--- config.mk ---
export PLATFORM = sky130hd
export DESIGN_NAME = elevator_ctrl
export DESIGN_NICKNAME = d
export VERILOG_FILES = /design/src/rtl/elevator_ctrl.sv
export SDC_FILE = /design/constraint.sdc
export NUM_CORES = 1
export LEC_CHECK = 0
export BUFFER_PORTS_ARGS = -buffer_cell sky130_fd_sc_hd__buf_2
export CELL_PAD_IN_SITES_DETAIL_PLACEMENT = 1
export CELL_PAD_IN_SITES_GLOBAL_PLACEMENT = 1
export CORE_AREA = 5 5 70 72
export CTS_BUF_LIST = sky130_fd_sc_hd__clkbuf_4 sky130_fd_sc_hd__clkbuf_8
export DETAILED_ROUTE_END_ITERATION = 6
export DIE_AREA = 0 0 75 77
export GPL_TIMING_DRIVEN = 0
export PLACE_DENSITY_LB_ADDON = 0.1
export SLEW_MARGIN = 20
export SYNTH_ARGS = -nofsm -noshare
export SYNTH_HDL_FRONTEND = slang
export SYNTH_SLANG_ARGS = --single-unit
--- constraint.sdc ---
create_clock -name clk -period 8 [get_ports clk]
set_input_delay 1.2 -clock clk [delete_from_list [all_inputs] [get_ports clk]]
set_output_delay 1.2 -clock clk [all_outputs]
set_load 0.03 [all_outputs]
--- src/rtl/elevator_ctrl.sv ---
// SCAN elevator car scheduler: latches calls, times travel and door dwell, reports position.
// Optional homing to floor 0 after an idle period is built when ELEVATOR_HOME_EN is defined.
module elevator_ctrl #(
  parameter int FLOORS        = 8,
  parameter int FLOOR_W       = 3,
  parameter int TRAVEL_CYCLES = 4,
  parameter int DOOR_CYCLES   = 6,
  parameter int HOME_CYCLES   = 32
) (
  input  logic               clk,
  input  logic               rst,
  input  logic [FLOORS-1:0]  req,
  output logic [FLOOR_W-1:0] current_floor,
  output logic [FLOORS-1:0]  pending,
  output logic               moving,
  output logic               dir_up,
  output logic               door_open,
  output logic               floor_change
);

  localparam int TMAX = (TRAVEL_CYCLES > DOOR_CYCLES) ? TRAVEL_CYCLES : DOOR_CYCLES;
  localparam int TW   = (TMAX > 1) ? $clog2(TMAX) : 1;
  localparam logic [TW-1:0] TRAVEL_LD = TW'(TRAVEL_CYCLES - 1);
  localparam logic [TW-1:0] DOOR_LD   = TW'(DOOR_CYCLES - 1);

  if (FLOORS < 2 || (2 ** FLOOR_W) < FLOORS || TRAVEL_CYCLES < 1 ||
      DOOR_CYCLES < 1 || HOME_CYCLES < 1) begin : g_bad_params
    $error("elevator_ctrl: illegal parameter combination");
  end

  typedef enum logic [1:0] {S_IDLE, S_UP, S_DOWN, S_DOOR} state_t;

  state_t             state_q, state_d;
  logic [FLOOR_W-1:0] floor_q, floor_d;
  logic [FLOORS-1:0]  pend_q, pend_d;
  logic               dir_q, dir_d;
  logic               fc_q, fc_d;
  logic [TW-1:0]      tmr_q, tmr_d;
  logic [2:0]         dec;

  // Returns {next state, next direction} for the car standing at floor f.
  function automatic logic [2:0] decide(input logic [FLOORS-1:0] p,
                                        input logic [FLOOR_W-1:0] f,
                                        input logic d, input logic chk_self);
    logic above, below;
    above = 1'b0;
    below = 1'b0;
    for (int i = 0; i < FLOORS; i++) begin
      if (p[i] && (FLOOR_W'(i) > f)) above = 1'b1;
      if (p[i] && (FLOOR_W'(i) < f)) below = 1'b1;
    end
    if (chk_self && p[f])  decide = {S_DOOR, d};
    else if (d && above)   decide = {S_UP, 1'b1};
    else if (!d && below)  decide = {S_DOWN, 1'b0};
    else if (above)        decide = {S_UP, 1'b1};
    else if (below)        decide = {S_DOWN, 1'b0};
    else                   decide = {S_IDLE, d};
  endfunction

`ifdef ELEVATOR_HOME_EN
  localparam int HCW = (HOME_CYCLES > 1) ? $clog2(HOME_CYCLES) : 1;
  logic [HCW-1:0] idle_q, idle_d;
`endif

  always_comb begin
    state_d = state_q;
    floor_d = floor_q;
    pend_d  = pend_q | req;
    dir_d   = dir_q;
    fc_d    = 1'b0;
    tmr_d   = tmr_q;
    dec     = '0;
    // A call for the floor whose door is open extends the dwell instead of latching.
    if (state_q == S_DOOR) pend_d[floor_q] = pend_q[floor_q];
`ifdef ELEVATOR_HOME_EN
    idle_d = '0;
    if (state_q == S_IDLE && pend_q == '0 && floor_q != '0) begin
      if (idle_q == HCW'(HOME_CYCLES - 1)) pend_d[0] = 1'b1;
      else                                 idle_d = idle_q + HCW'(1);
    end
`endif
    case (state_q)
      S_IDLE: begin
        dec     = decide(pend_q, floor_q, dir_q, 1'b1);
        state_d = state_t'(dec[2:1]);
        dir_d   = dec[0];
      end
      S_UP, S_DOWN: begin
        if (tmr_q == '0) begin
          floor_d = (state_q == S_UP) ? floor_q + FLOOR_W'(1) : floor_q - FLOOR_W'(1);
          fc_d    = 1'b1;
          dec     = decide(pend_q, floor_d, dir_q, 1'b1);
          state_d = state_t'(dec[2:1]);
          dir_d   = dec[0];
        end else begin
          tmr_d = tmr_q - TW'(1);
        end
      end
      default: begin
        if (req[floor_q]) begin
          tmr_d = DOOR_LD;
        end else if (tmr_q == '0) begin
          dec     = decide(pend_q, floor_q, dir_q, 1'b0);
          state_d = state_t'(dec[2:1]);
          dir_d   = dec[0];
        end else begin
          tmr_d = tmr_q - TW'(1);
        end
      end
    endcase
    if (state_d == S_DOOR && state_q != S_DOOR) begin
      pend_d[floor_d] = 1'b0;
      tmr_d           = DOOR_LD;
    end else if ((state_d == S_UP || state_d == S_DOWN) && (state_d != state_q || fc_d)) begin
      tmr_d = TRAVEL_LD;
    end else if (state_d == S_IDLE) begin
      tmr_d = '0;
    end
  end

  always_ff @(posedge clk or negedge rst) begin
    if (!rst) begin
      state_q <= S_IDLE;
      floor_q <= '0;
      pend_q  <= '0;
      dir_q   <= 1'b1;
      fc_q    <= 1'b0;
      tmr_q   <= '0;
    end else begin
      state_q <= state_d;
      floor_q <= floor_d;
      pend_q  <= pend_d;
      dir_q   <= dir_d;
      fc_q    <= fc_d;
      tmr_q   <= tmr_d;
    end
  end

`ifdef ELEVATOR_HOME_EN
  always_ff @(posedge clk or negedge rst) begin
    if (!rst) idle_q <= '0;
    else      idle_q <= idle_d;
  end
`endif

  assign current_floor = floor_q;
  assign pending       = pend_q;
  assign moving        = (state_q == S_UP) || (state_q == S_DOWN);
  assign dir_up        = dir_q;
  assign door_open     = (state_q == S_DOOR);
  assign floor_change  = fc_q;

endmodule

==> results of run 1 <==
==> metal layers <==
| metal | up-vias | share of wire (%) |
|---|---|---|
| met4 | 0 | 1.5 |
| met2 | 46 | 48 |
| met1 | 979 | 48 |
| li1 | 950 | - |
| met3 | 7 | 3.2 |
| met5 | - | 0 |
==> cell usage after synthesis, types with 2 or more instances <==
master     n  area (sq um)
dfrtp_1   17           425
buf_6      2          22.5
o311a_1    2          20.0
and2_1     2          12.5
a22oi_1    4          30.0
a211oi_1   3          22.5
nor2_1    27           101
nand3_1    5          25.0
nand2b_1   5          31.3
nand4_1    3          18.8
o21bai_1   2          15.0
a31oi_1    4          25.0
nor2b_1    8          50.1
nor3_1    13          65.1
nand2_1   11          41.3
mux2i_1   11           110
o21a_1     3          22.5
a221oi_1   7          61.3
nand3b_1   2          15.0
inv_1     17          63.8
o21ai_0   11          55.1
nor4_1     2          12.5
xnor2_1    4          35.0
ha_1      13           163
a21oi_1   15          75.1
o211ai_1   3          22.5
o32ai_1    2          17.5
o31a_1     2          17.5
clkbuf_1   2          7.51
o22ai_1    3          18.8
buf_4      3          22.5
==> worst max-delay path, delay by kind of cell, from the launching register on <==
kind | cells | cell delay, ns
AOI/OAI and AO/OA | 5 | 1.28
and+or+nand+nor | 4 | 0.68
DFF | 1 | 0.55
adders and majority gates | 2 | 0.50
xor gates and xnor gates | 1 | 0.37
buffers and inverters | 1 | 0.25
==> path summary, 6_finish.rpt <==
kind,slack (ns),depth (start not counted),startpoint,end
setup / recovery,4.25,13,current_floor[1]$_DFF_PN0_,pending[1]$_DFF_PN0_
hold / removal,0.60,2,dir_up$_DFFE_PN1P_,dir_up$_DFFE_PN1P_
min in group asynchronous,0.87,1,rst,tmr_q[1]$_DFFE_PN0P_
max in group asynchronous,6.80,1,rst,dir_up$_DFFE_PN1P_
setup reg to reg,4.25,13,current_floor[1]$_DFF_PN0_,pending[1]$_DFF_PN0_
hold reg to reg,0.60,2,dir_up$_DFFE_PN1P_,dir_up$_DFFE_PN1P_
==> area by class of cell <==
cell class              instances  area (sq um)  share of cell area [%]
multi-input cells             195          1420                    63.3
repair buffers                 24           120                    5.37
inverters                      18          67.6                    3.02
well taps                      52          65.1                    2.91
plain buffers                   9          61.3                    2.74
clock buffers                   4          55.1                    2.46
flip-flops and latches         18           452                    20.2
==> cell families (layout without fill, tap and decap cells) <==
family          Yosys count  count (layout)  share of synthesized area, %
compound gates           78              78                          30.1
xor+xnor                  6               6                          3.95
fa+ha+maj                13              13                          8.15
buf+inv                  27              55                          6.45
flops                    18              18                          22.6
mux                      12              12                          6.64
simple gates             86              86                          22.1
==> state kept, by name, summed over array words and instances, names as in the netlist <==
| signal | count |
|---|---|
| pending | 8 |
| current_floor | 3 |
| tmr_q | 3 |
| state_q | 2 |
| dir_up | 1 |
| floor_change | 1 |
==> through the flow <==
stage	setup WS, ns	utilization [%]
3_3_place_gp	4.16	51.5
2_1_floorplan	4.64	-
6_report	4.25	52.8
5_1_grt	3.94	52.8
3_5_place_dp	4.11	51.5
4_1_cts	4.21	52.8
==> impl_metrics.tcl, run 1 <==
set metrics [dict create \
    rsz0062_at_grt "no" \
    met3_usage_pct 1.83 \
    hold_path.class "reg -> reg" \
    cap_violations 0 \
    antenna_found_initial 0 \
    place_inst 316 \
    crit_required_ns 8.16 \
    cts.sinks 18 \
    post_cts_buffers 0 \
    path_cells "inv_1, ha_1, xnor2_1, nor4_1, o32ai_1, and4_1, o21bai_1, a31oi_1, o31a_1, ha_1, nand2b_1, nor2_1, a221oi_1" \
    ys.flop_type "dfrtp_1" \
    final.period_utilization_pct 46.9 \
    placed_area_sq_um 2180 \
    routed_wl_um 6010 \
    max_stage_delay_ns 0.55 \
    htreeDepth 1 \
    final_cell_mix "27 x nor2_1, 25 x buf_2, 17 x inv_1, 17 x dfrtp_1, 15 x a21oi_1" \
    clock-root-buffer "clkbuf_8" \
    start_util_pct 47.2 \
    syn_area_sq_um 2000 \
    first_global_vias 2024 \
    io_buffers 24 \
    synth_nets 263 \
    ant_nets 0 \
    hold_viol_final 0 \
    setup_viol 0 \
    area_growth_pct 12.0 \
    avgSynthCellArea_sq_um 8.32 \
    ys_warn_count 0 \
    die_w_um 75 \
    synthArstFlopShare_pct 100 \
    fin_area_sq_um 2240 \
    grt_pass1_wl_um 10100 \
    skew_ns 0.00365 \
    place_hpwl_um 4630 \
    drcViolationCount 0 \
    max_freq_ghz 0.266 \
    layout-drive-gt1-share_pct 18.7 \
    first_pass_iters 4 \
    fin_tns_setup_ns 0 \
    crit_type "reg -> reg" \
    std_cell_rows 24 \
    use_met1_pct 30.7 \
    final_common_cell "nor2_1" \
    cp_slowest_cell "dfrtp_1" \
    synth_cell_types 63 \
    clk_latency_ns 0.26 \
    cts_tree "built" \
    layout_min_cycle_time_ns 3.75 \
    via_count 1982 \
    startpoint_type "register" \
    synth_edf_count 0 \
    cts.path.max_buffers 2 \
    slew_viol_final 0 \
    ys_seq_area_share_pct 22.6 \
    die_area_sq_um 5780 \
    gr-usage-met2_pct 36.1 \
    gp_congestion 0.820 \
    cts_hold_buf 0 \
    status "completed" \
    antenna_cells 0 \
    slew_headroom_pct 48.5 \
    finalNonFillerCells 320 \
    grt_overflow_total 0 \
    fillers 527 \
    busiest_layer "met2" \
    wire_per_inst_um 18.8 \
    clk_pin_slew_ns 0.08 \
    routed_via_density 6.19 \
    crit_path_end_kind "register" \
    core_sq_um 4230 \
    crit_path_frequent_cell "ha_1" \
    drt_iter0_markers 102 \
    hold_ws_ns 0.597 \
    pin_count 25 \
    ys_ff_latch 18 \
    grtUsageTotal_pct 22.2 \
    arrival_ns 3.91 \
    worst-path-max-fanout 10 \
    final_net_count 292 \
    syn-instance-count 240 \
    cts_made_buffers 3 \
    tightest_slew_ns 0.767 \
    ctsResizeCount 0 \
    grt_max_degree 19 \
    die_h_um 77 \
]
Power of run 1 is not shown: default switching activity piles up to over one toggle a cycle in this logic, so the estimate is an artifact.
==> inputs of run 2 (changes only) <==
--- a/config.mk
+++ b/config.mk
@@ -8,10 +8,10 @@
 export BUFFER_PORTS_ARGS = -buffer_cell sky130_fd_sc_hd__buf_2
 export CELL_PAD_IN_SITES_DETAIL_PLACEMENT = 1
 export CELL_PAD_IN_SITES_GLOBAL_PLACEMENT = 1
-export CORE_AREA = 5 5 70 72
+export CORE_AREA = 5 5 73 75
 export CTS_BUF_LIST = sky130_fd_sc_hd__clkbuf_4 sky130_fd_sc_hd__clkbuf_8
 export DETAILED_ROUTE_END_ITERATION = 6
-export DIE_AREA = 0 0 75 77
+export DIE_AREA = 0 0 78 80
 export GPL_TIMING_DRIVEN = 0
 export PLACE_DENSITY_LB_ADDON = 0.1
 export SLEW_MARGIN = 20
==> constraint.sdc (replaced) <==
create_clock -name clk -period 3.7 [get_ports clk]
set_input_delay 0.555 -clock clk [delete_from_list [all_inputs] [get_ports clk]]
set_output_delay 0.555 -clock clk [all_outputs]
set_load 0.03 [all_outputs]
==> impl_metrics.tcl, run 2 (synthesis gave the netlist of run 1 again) <==
set metrics [dict create \
    start_util_pct 43.4 \
    rrSetupSlack_ns 0.23 \
    layout_min_cycle_time_ns 3.47 \
    reg2reg_from "current_floor[0]$_DFF_PN0_" \
    crit_type "reg -> reg" \
    startpoint_type "register" \
    die_w_um 78 \
    final_net_count 299 \
    htreeDepth 1 \
    crit_required_ns 3.89 \
    antenna_found_initial 0 \
    die_h_um 80 \
    via_count 1966 \
    final_cell_mix "26 x nor2_1, 25 x buf_2, 15 x inv_1, 15 x a21oi_1, 15 x dfrtp_1" \
    layout-drive-gt1-share_pct 25.1 \
    cts_tree "built" \
    arrival_ns 3.66 \
    clock-root-buffer "clkbuf_8" \
    grt_pass1_wl_um 10100 \
    die_area_sq_um 6240 \
    hold_viol_final 0 \
    skew_ns 0.00577 \
    antenna_cells 0 \
    wire_per_inst_um 18.5 \
    fillers 573 \
    first_pass_iters 4 \
    io_buffers 24 \
    routed_wl_um 6090 \
    setup_viol 0 \
    dp_slack_ns -0.00529 \
    final_common_cell "nor2_1" \
    core_sq_um 4600 \
    drcViolationCount 0 \
    std_cell_rows 25 \
    cts_hold_buf 0 \
    worst-path-max-fanout 9 \
    cap_violations 0 \
    status "completed" \
    first_global_vias 2043 \
    grt_max_degree 19 \
    final.setup.worst_slack_ns 0.234 \
    crit_path_end_kind "register" \
    slew_headroom_pct 57.5 \
    cts.path.max_buffers 2 \
    cts.sinks 18 \
    clk_latency_ns 0.26 \
    place_hpwl_um 4620 \
    drt_iter0_markers 98 \
    slew_viol_final 0 \
    fin_tns_setup_ns 0 \
    largest_reg_flops 8 \
    rsz0062_at_grt "no" \
    reg2reg_depth 14 \
    routed_via_density 5.98 \
    area_growth_pct 17.5 \
    final.period_utilization_pct 93.7 \
    grtUsageTotal_pct 20.2 \
    regToRegEndpoint "tmr_q[2]$_DFFE_PN0P_" \
    clk_pin_slew_ns 0.08 \
    cts_made_buffers 3 \
    gp_congestion 0.813 \
    tightest_slew_ns 0.637 \
    grt_overflow_total 0 \
    ant_nets 0 \
    pin_count 25 \
    hold_path.class "in -> async" \
    max_freq_ghz 0.289 \
]
run 2: changes by cell type in the layout (fill, tap and decap cells not counted), moves of 2 or more:
cell,change
nor3_1,-2
nor3_2,+2
clkinvlp_4,+2
inv_1,-2
buf_4,+7
dfrtp_1,-2
dfrtp_2,+2
run 2: timing repair:
item                       CTS  global route
pin swaps                    0             2
setup buffers                0             7
setup endpoints to repair    3            11
resized for setup            1            12
run 2: critical path, cell delays in order (launching register included):
cell and delay (ns):
dfrtp_2 0.40, buf_6 0.16, clkinvlp_4 0.14, ha_1 0.30, buf_2 0.19, xnor2_4 0.29
mux2i_1 0.12, mux4_2 0.54, a21oi_1 0.26, o41ai_4 0.12, buf_4 0.16, ha_1 0.24
nor3_2 0.23, nand3_1 0.09, o21ai_0 0.15
run 2: area by class of cell:
type	count	area, sq um	share of cell area [%]
clock buffer	4	55.1	2.35
inverter	18	75.1	3.20
timing repair buffer	31	173	7.36
buffer	9	61.3	2.61
tap	54	67.6	2.88
multi-input combinational	195	1460	62.2
sequential	18	454	19.4
run 2: worst max path at each step:
stage                                           from                    to  depth (start not counted)
after floorplan           current_floor[0]$_DFF_PN0_  tmr_q[0]$_DFFE_PN0P_                         15
after global placement    current_floor[1]$_DFF_PN0_  pending[4]$_DFF_PN0_                         13
after detailed placement  current_floor[1]$_DFF_PN0_  pending[4]$_DFF_PN0_                         13
after CTS                 current_floor[1]$_DFF_PN0_  pending[4]$_DFF_PN0_                         13
after global routing      current_floor[0]$_DFF_PN0_  tmr_q[0]$_DFFE_PN0P_                         14
final                     current_floor[0]$_DFF_PN0_  tmr_q[2]$_DFFE_PN0P_                         14
run 2: per-layer routing:
| layer | GRT usage [%] | routed length (um) |
|---|---|---|
| met3 | 1.69 | 152 |
| met4 | 5.41 | 70 |
| met5 | 0 | 0 |
| met1 | 26.4 | 2910 |
| met2 | 35.6 | 2960 |
run 2: through the flow:
stage                     std cells  instance area (sq um)  hold WS (ns)  utilization (%)
final                           329                   2350         0.231             51.0
after global routing            329                   2350         0.252             51.0
after CTS                       322                   2250         0.234             48.9
after detailed placement        318                   2180         0.524             47.5
after global placement          318                   2180         0.522             47.5
after floorplan                 240                   2000         0.259                -
Power of run 2 is left out for the same reason.
